## config.mk

```make
export PLATFORM = sky130hd
export DESIGN_NAME = vga_timing_gen
export DESIGN_NICKNAME = d
export VERILOG_FILES = /design/src/rtl/vga_timing_gen.sv
export SDC_FILE = /design/constraint.sdc
export NUM_CORES = 1
export LEC_CHECK = 0
export BUFFER_PORTS_ARGS = -buffer_cell sky130_fd_sc_hd__buf_2
export CAP_MARGIN = 40
export CORE_MARGIN = 8
export CORE_UTILIZATION = 57
export DETAILED_ROUTE_END_ITERATION = 8
export PLACE_DENSITY = 0.82
export SYNTH_ARGS = -nofsm -noshare
export SYNTH_HDL_FRONTEND = slang
export SYNTH_SLANG_ARGS = --single-unit
export TNS_END_PERCENT = 50
```

## constraint.sdc

```tcl
create_clock -name vga_clk -period 3.7 [get_ports vga_clk]
set_input_delay 0.74 -clock vga_clk [delete_from_list [all_inputs] [get_ports vga_clk]]
set_output_delay 0.74 -clock vga_clk [all_outputs]
set_load 0.01 [all_outputs]
```

## src/rtl/vga_timing_gen.sv

```systemverilog
// ----------------------------------------------------------------------------
// vga_timing_gen
// Parametrised VGA timing generator with a read-ahead pixel request port.
// Free-running h/v counters drive a registered request stage
// (pix_req/pix_x/pix_y/frame_start). Raw sync and active flags then travel
// through a REQ_LEAD-deep delay line, so the output stage
// (de/rgb/hsync/vsync) lines up with pix_data returned REQ_LEAD cycles
// after its request.
//
// Optional feature macro: VGA_TEST_PATTERN_EN
//   When defined, a test_en input exists. With test_en=1, rgb shows eight
//   vertical colour bars instead of pix_data.
//
// Ports
//   vga_clk      pixel clock, the only clock
//   sys_rst_n    synchronous active-low reset
//   pix_data     pixel from the source, valid REQ_LEAD cycles after pix_req
//   test_en      colour-bar select (only with VGA_TEST_PATTERN_EN)
//   pix_req      request for pixel (pix_x, pix_y)
//   pix_x/pix_y  active-area coordinates, all-ones when no request
//   frame_start  one-cycle pulse at the request stage of counter (0,0)
//   hsync/vsync  sync outputs, active level set by SYNC_POL
//   de           active-video enable, aligned with rgb
//   rgb          pixel to the DAC, zero whenever de=0
// ----------------------------------------------------------------------------
module vga_timing_gen #(
    parameter int H_SYNC   = 96,
    parameter int H_BACK   = 48,
    parameter int H_VALID  = 640,
    parameter int H_FRONT  = 16,
    parameter int V_SYNC   = 2,
    parameter int V_BACK   = 33,
    parameter int V_VALID  = 480,
    parameter int V_FRONT  = 10,
    parameter int SYNC_POL = 1,
    parameter int RGB_W    = 8,
    parameter int CNT_W    = 10,
    parameter int REQ_LEAD = 1
) (
    input  logic             vga_clk,
    input  logic             sys_rst_n,
    input  logic [RGB_W-1:0] pix_data,
`ifdef VGA_TEST_PATTERN_EN
    input  logic             test_en,
`endif
    output logic             pix_req,
    output logic [CNT_W-1:0] pix_x,
    output logic [CNT_W-1:0] pix_y,
    output logic             frame_start,
    output logic             hsync,
    output logic             vsync,
    output logic             de,
    output logic [RGB_W-1:0] rgb
);

    localparam int H_TOTAL = H_SYNC + H_BACK + H_VALID + H_FRONT;
    localparam int V_TOTAL = V_SYNC + V_BACK + V_VALID + V_FRONT;

    localparam logic [CNT_W-1:0] H_LAST  = CNT_W'(H_TOTAL - 1);
    localparam logic [CNT_W-1:0] V_LAST  = CNT_W'(V_TOTAL - 1);
    localparam logic [CNT_W-1:0] H_ACT_S = CNT_W'(H_SYNC + H_BACK);
    localparam logic [CNT_W-1:0] H_ACT_E = CNT_W'(H_SYNC + H_BACK + H_VALID);
    localparam logic [CNT_W-1:0] V_ACT_S = CNT_W'(V_SYNC + V_BACK);
    localparam logic [CNT_W-1:0] V_ACT_E = CNT_W'(V_SYNC + V_BACK + V_VALID);
    localparam logic [CNT_W-1:0] H_SYN_E = CNT_W'(H_SYNC);
    localparam logic [CNT_W-1:0] V_SYN_E = CNT_W'(V_SYNC);
    localparam logic             POL     = (SYNC_POL != 0);

    logic [CNT_W-1:0]    cnt_h;
    logic [CNT_W-1:0]    cnt_v;
    logic                h_act;
    logic                v_act;
    logic                win;
    logic                hs_req;
    logic                vs_req;
    logic [REQ_LEAD-1:0] dl_req;
    logic [REQ_LEAD-1:0] dl_hs;
    logic [REQ_LEAD-1:0] dl_vs;
    logic [RGB_W-1:0]    px_src;

    always_ff @(posedge vga_clk) begin
        if (!sys_rst_n) begin
            cnt_h <= '0;
            cnt_v <= '0;
        end else if (cnt_h == H_LAST) begin
            cnt_h <= '0;
            cnt_v <= (cnt_v == V_LAST) ? '0 : cnt_v + 1'b1;
        end else begin
            cnt_h <= cnt_h + 1'b1;
        end
    end

    assign h_act = (cnt_h >= H_ACT_S) && (cnt_h < H_ACT_E);
    assign v_act = (cnt_v >= V_ACT_S) && (cnt_v < V_ACT_E);
    assign win   = h_act && v_act;

    // Request stage: everything here is one cycle behind the counters.
    always_ff @(posedge vga_clk) begin
        if (!sys_rst_n) begin
            pix_req     <= 1'b0;
            pix_x       <= '1;
            pix_y       <= '1;
            frame_start <= 1'b0;
            hs_req      <= ~POL;
            vs_req      <= ~POL;
        end else begin
            pix_req     <= win;
            pix_x       <= win ? cnt_h - H_ACT_S : '1;
            pix_y       <= win ? cnt_v - V_ACT_S : '1;
            frame_start <= (cnt_h == '0) && (cnt_v == '0);
            hs_req      <= (cnt_h < H_SYN_E) ? POL : ~POL;
            vs_req      <= (cnt_v < V_SYN_E) ? POL : ~POL;
        end
    end

    // Tap [REQ_LEAD-1] is valid in the same cycle as the returned pix_data.
    always_ff @(posedge vga_clk) begin
        if (!sys_rst_n) begin
            dl_req <= '0;
            dl_hs  <= {REQ_LEAD{~POL}};
            dl_vs  <= {REQ_LEAD{~POL}};
        end else begin
            dl_req[0] <= pix_req;
            dl_hs[0]  <= hs_req;
            dl_vs[0]  <= vs_req;
            for (int i = 1; i < REQ_LEAD; i++) begin
                dl_req[i] <= dl_req[i-1];
                dl_hs[i]  <= dl_hs[i-1];
                dl_vs[i]  <= dl_vs[i-1];
            end
        end
    end

`ifdef VGA_TEST_PATTERN_EN
    localparam int               BAR_W_I = (H_VALID / 8 > 0) ? H_VALID / 8 : 1;
    localparam logic [CNT_W-1:0] BAR_W   = CNT_W'(BAR_W_I);
    localparam logic [7:0]       BAR_COL [8] = '{8'hFF, 8'hFC, 8'h1F, 8'h1C,
                                                 8'hE3, 8'hE0, 8'h03, 8'h00};

    logic [CNT_W-1:0] dl_x [REQ_LEAD];
    logic [CNT_W-1:0] bar_q;
    logic [2:0]       bar_idx;

    // Column travels with the request so the bar index matches the pixel slot.
    always_ff @(posedge vga_clk) begin
        if (!sys_rst_n) begin
            for (int i = 0; i < REQ_LEAD; i++) dl_x[i] <= '0;
        end else begin
            dl_x[0] <= pix_x;
            for (int i = 1; i < REQ_LEAD; i++) dl_x[i] <= dl_x[i-1];
        end
    end

    // Clamp keeps a ragged last column (H_VALID not a multiple of 8) on bar 7.
    always_comb begin
        bar_q   = dl_x[REQ_LEAD-1] / BAR_W;
        bar_idx = (bar_q > CNT_W'(7)) ? 3'd7 : bar_q[2:0];
    end

    assign px_src = test_en ? RGB_W'(BAR_COL[bar_idx]) : pix_data;
`else
    assign px_src = pix_data;
`endif

    always_ff @(posedge vga_clk) begin
        if (!sys_rst_n) begin
            de    <= 1'b0;
            rgb   <= '0;
            hsync <= ~POL;
            vsync <= ~POL;
        end else begin
            de    <= dl_req[REQ_LEAD-1];
            rgb   <= dl_req[REQ_LEAD-1] ? px_src : '0;
            hsync <= dl_hs[REQ_LEAD-1];
            vsync <= dl_vs[REQ_LEAD-1];
        end
    end

endmodule

```

==> qor.yml <==
track_usage_pct: 15.42
post-route-util_pct: 67.76
worst_ep_required_time_ps: 3870
rsz0062_at_grt: "no"
post-route-drc-count: 0
start_kind: "register"
antenna_found_initial: 0
numCtsBuffers: 9
vias: 1811
cts_tree: "done"
grt_pass1_wl_um: 7659
cts_hold_buf: 0
power-per-cell-area_mw_per_mm2: 435.6
drtIter0Drc: 157
syn_area_mm2: 0.002303
fmax_mhz: 420.2
routed_wl_um: 4659
fin_nets: 295
wl_per_cell_um: 14.03
cts_root_buf: "clkbuf_8"
cts_resized: 0
maxCapViolCount: 0
die_area_mm2: 0.006331
worst_pin_slew_ps: 883.8
rows: 23
post-route-min-period_ps: 2380
die_w_um: 79.57
cts.path.max_buffers: 2
crit_chain: "ha_1 > o41ai_1 > nor3b_1 > nor4_4 > o21ai_0"
multi_input_area_mm2: 0.001028
viasPerCell: 5.455
htreeDepth: 3
status: "finished clean"
ys_warn_count: 0
cp_max_fo: 19
core_area_mm2: 0.003943
setup.worst_path.class: "reg2reg"
hp-class: "reg2reg"
syn_inst: 240
hold_viol_final: 0
drive_gt1_share_pct: 22.70
r2r_cells: 5
detail_route.first_pass.iterations: 6
hold_path_depth: 1
cp.arrival_ps: 2550
finClkSkew_ps: 4.699
ys_seq_area_share_pct: 50.41
initial_core_util_pct: 58.43
io_pins: 43
die_h_um: 79.57
cpMaxStageDelayCell: "nor4_4"
io_buffers: 42
drtAntennaViolNets: 0
synth_edf_count: 0
worstSetupEndpointType: "register"
synthArstFlopShare_pct: 0
vdd.ir_drop.worst_v: 0.0002238
grt_start_max_net_pins: 20
slowest_delay_ps: 750
syn_to_final_growth_pct: 15.97
place_congestion: 0.8269
cts_sinks: 58
avgSynthCellArea_um2: 9.598
fin_crit_sh_pct: 64.32
dp_hpwl_um: 3227
min_to: "vsync"
grt_pass1_vias: 1693
regArea_mm2: 0.001161
setup_violations: 0
reg2reg_setup_slack_ps: 1320
insertion_delay_ps: 330
num_antenna_cells: 0
r2r-start: "cnt_v[0]"
synthesis.nets: 257
max_slew_margin_pct: 40.64
power_leakage_nw: 1.071
tns_ps: 0
synth_cell_types: 41
hold_start: "dl_vs"
slew_viol_final: 0
clk_pin_slew_ps: 60
fill_cells: 299
synth-main-ff-cell: "dfxtp_1"
grt-ovfl-total: 0
r2r-end: "pix_x[7]"
post_cts_buffers: 0
ys_ff_latch: 58
[stage by stage]
step	power (mW)	cell area [um^2]	hold slack (ps)	cells	worst slack, ps
6_report	1.164	2671	446.6	332	1320
3_5_place_dp	0.6780	2500	420.0	317	1220
4_1_cts	1.172	2671	455.1	332	1314
5_1_grt	1.205	2671	458.5	332	1054
2_1_floorplan	0.6669	2303	411.9	240	1532
3_3_place_gp	0.6767	2500	413.7	317	1332
[worst max path at each step]
stage	start	to	depth (start not counted)
floorplan	sys_rst_n	frame_start	5
global placement	sys_rst_n	pix_x[7]	4
detailed placement	sys_rst_n	pix_x[7]	4
CTS	cnt_v[0]	pix_x[7]	5
global route	cnt_v[0]	pix_x[7]	5
finish	cnt_v[0]	pix_x[7]	5
[kinds of logic (layout without fill, tap and decap cells)]
| group | count (synthesis) | after routing | synth area share (%) |
|---|---|---|---|
| AND/OR/NAND/NOR | 104 | 104 | 25.42 |
| flip-flops | 58 | 58 | 50.41 |
| AO/OA/AOI/OAI | 25 | 25 | 7.442 |
| buffers and inverters | 25 | 67 | 4.943 |
| XOR/XNOR | 21 | 21 | 7.985 |
| adder cells (fa/ha/maj) | 7 | 7 | 3.802 |
[critical path, delay by kind of cell (launching register included)]
family	cells	cell delay, ps
adders and majority gates	1	430
DFF	1	460
AOI/OAI and AO/OA	2	360
and+or+nand+nor	2	960
[routing by layer]
layer	global-route usage [%]	vias to the layer above	wire, um	share of wire [%]
met5	0	-	0	0
met4	8.889	0	81	1.7
met3	7.207	8	484	10
met2	24.29	64	2148	46
met1	16.63	849	1944	42
li1	-	890	-	-
[sequential cells by signal (all words and copies together) (netlist names)]
name         flops
cnt_h           10
cnt_v           10
pix_x           10
pix_y           10
rgb              8
de               1
dl_hs            1
dl_req           1
dl_vs            1
frame_start      1
hs_req           1
hsync            1
pix_req          1
vs_req           1
vsync            1
[area by class of cell]
type	instances	share of cell area, %
well taps	50	2.342
clock buffers	13	5.948
clock inverters	2	0.4684
repair buffers	42	7.869
inverters	10	1.405
flip-flops and latches	58	43.47
multi-input cells	157	38.50
[cell usage after synthesis (2+ instances only)]
| cell | n | area share [%] |
|---|---|---|
| a21oi_1 | 10 | 2.2 |
| and2_1 | 6 | 1.6 |
| and3_1 | 10 | 2.7 |
| buf_2 | 4 | 0.87 |
| buf_6 | 2 | 0.98 |
| clkbuf_1 | 8 | 1.3 |
| dfxtp_1 | 58 | 50 |
| ha_1 | 7 | 3.8 |
| inv_1 | 10 | 1.6 |
| nand2_1 | 25 | 4.1 |
| nand2b_1 | 6 | 1.6 |
| nand3_1 | 6 | 1.3 |
| nand4_1 | 4 | 1.1 |
| nand4b_1 | 3 | 1.1 |
| nor2_1 | 17 | 2.8 |
| nor3_1 | 4 | 0.87 |
| nor3b_1 | 3 | 0.98 |
| nor4_1 | 5 | 1.4 |
| o21ai_0 | 5 | 1.1 |
| o31ai_1 | 2 | 0.65 |
| or2_2 | 2 | 0.54 |
| or3_1 | 3 | 0.81 |
| or3_4 | 2 | 0.98 |
| or4_2 | 2 | 0.76 |
| xnor2_1 | 16 | 6.1 |
| xor2_1 | 5 | 1.9 |
[power by group]
part	internal, mW	switching [mW]	total, mW
clock network	0.275	0.224	0.499
logic	0.0124	0.0156	0.0280
registers	0.632	0.00507	0.637
total	0.919	0.245	1.16
[placed cells by master (no fill, tap or decap), types with 2 or more instances in the layout]
| cell type | netlist | final |
|---|---|---|
| and3_1 | 10 | 10 |
| nand3_1 | 6 | 6 |
| dfxtp_1 | 58 | 58 |
| and2_1 | 6 | 6 |
| or3_1 | 3 | 3 |
| xnor2_1 | 16 | 16 |
| or3_4 | 2 | 2 |
| xor2_1 | 5 | 5 |
| nand4_1 | 4 | 4 |
| nor2_1 | 17 | 17 |
| o31ai_1 | 2 | 2 |
| a21oi_1 | 10 | 10 |
| ha_1 | 7 | 7 |
| nor3b_1 | 3 | 3 |
| or2_2 | 2 | 2 |
| clkbuf_1 | 8 | 2 |
| inv_1 | 10 | 10 |
| nor3_1 | 4 | 4 |
| or4_2 | 2 | 2 |
| nor4_1 | 5 | 5 |
| clkbuf_8 | 0 | 11 |
| nand2b_1 | 6 | 6 |
| buf_2 | 4 | 42 |
| nand2_1 | 25 | 25 |
| o21ai_0 | 5 | 5 |
| nand4b_1 | 3 | 3 |
No activity file was read; power rests on OpenSTA's default activity.
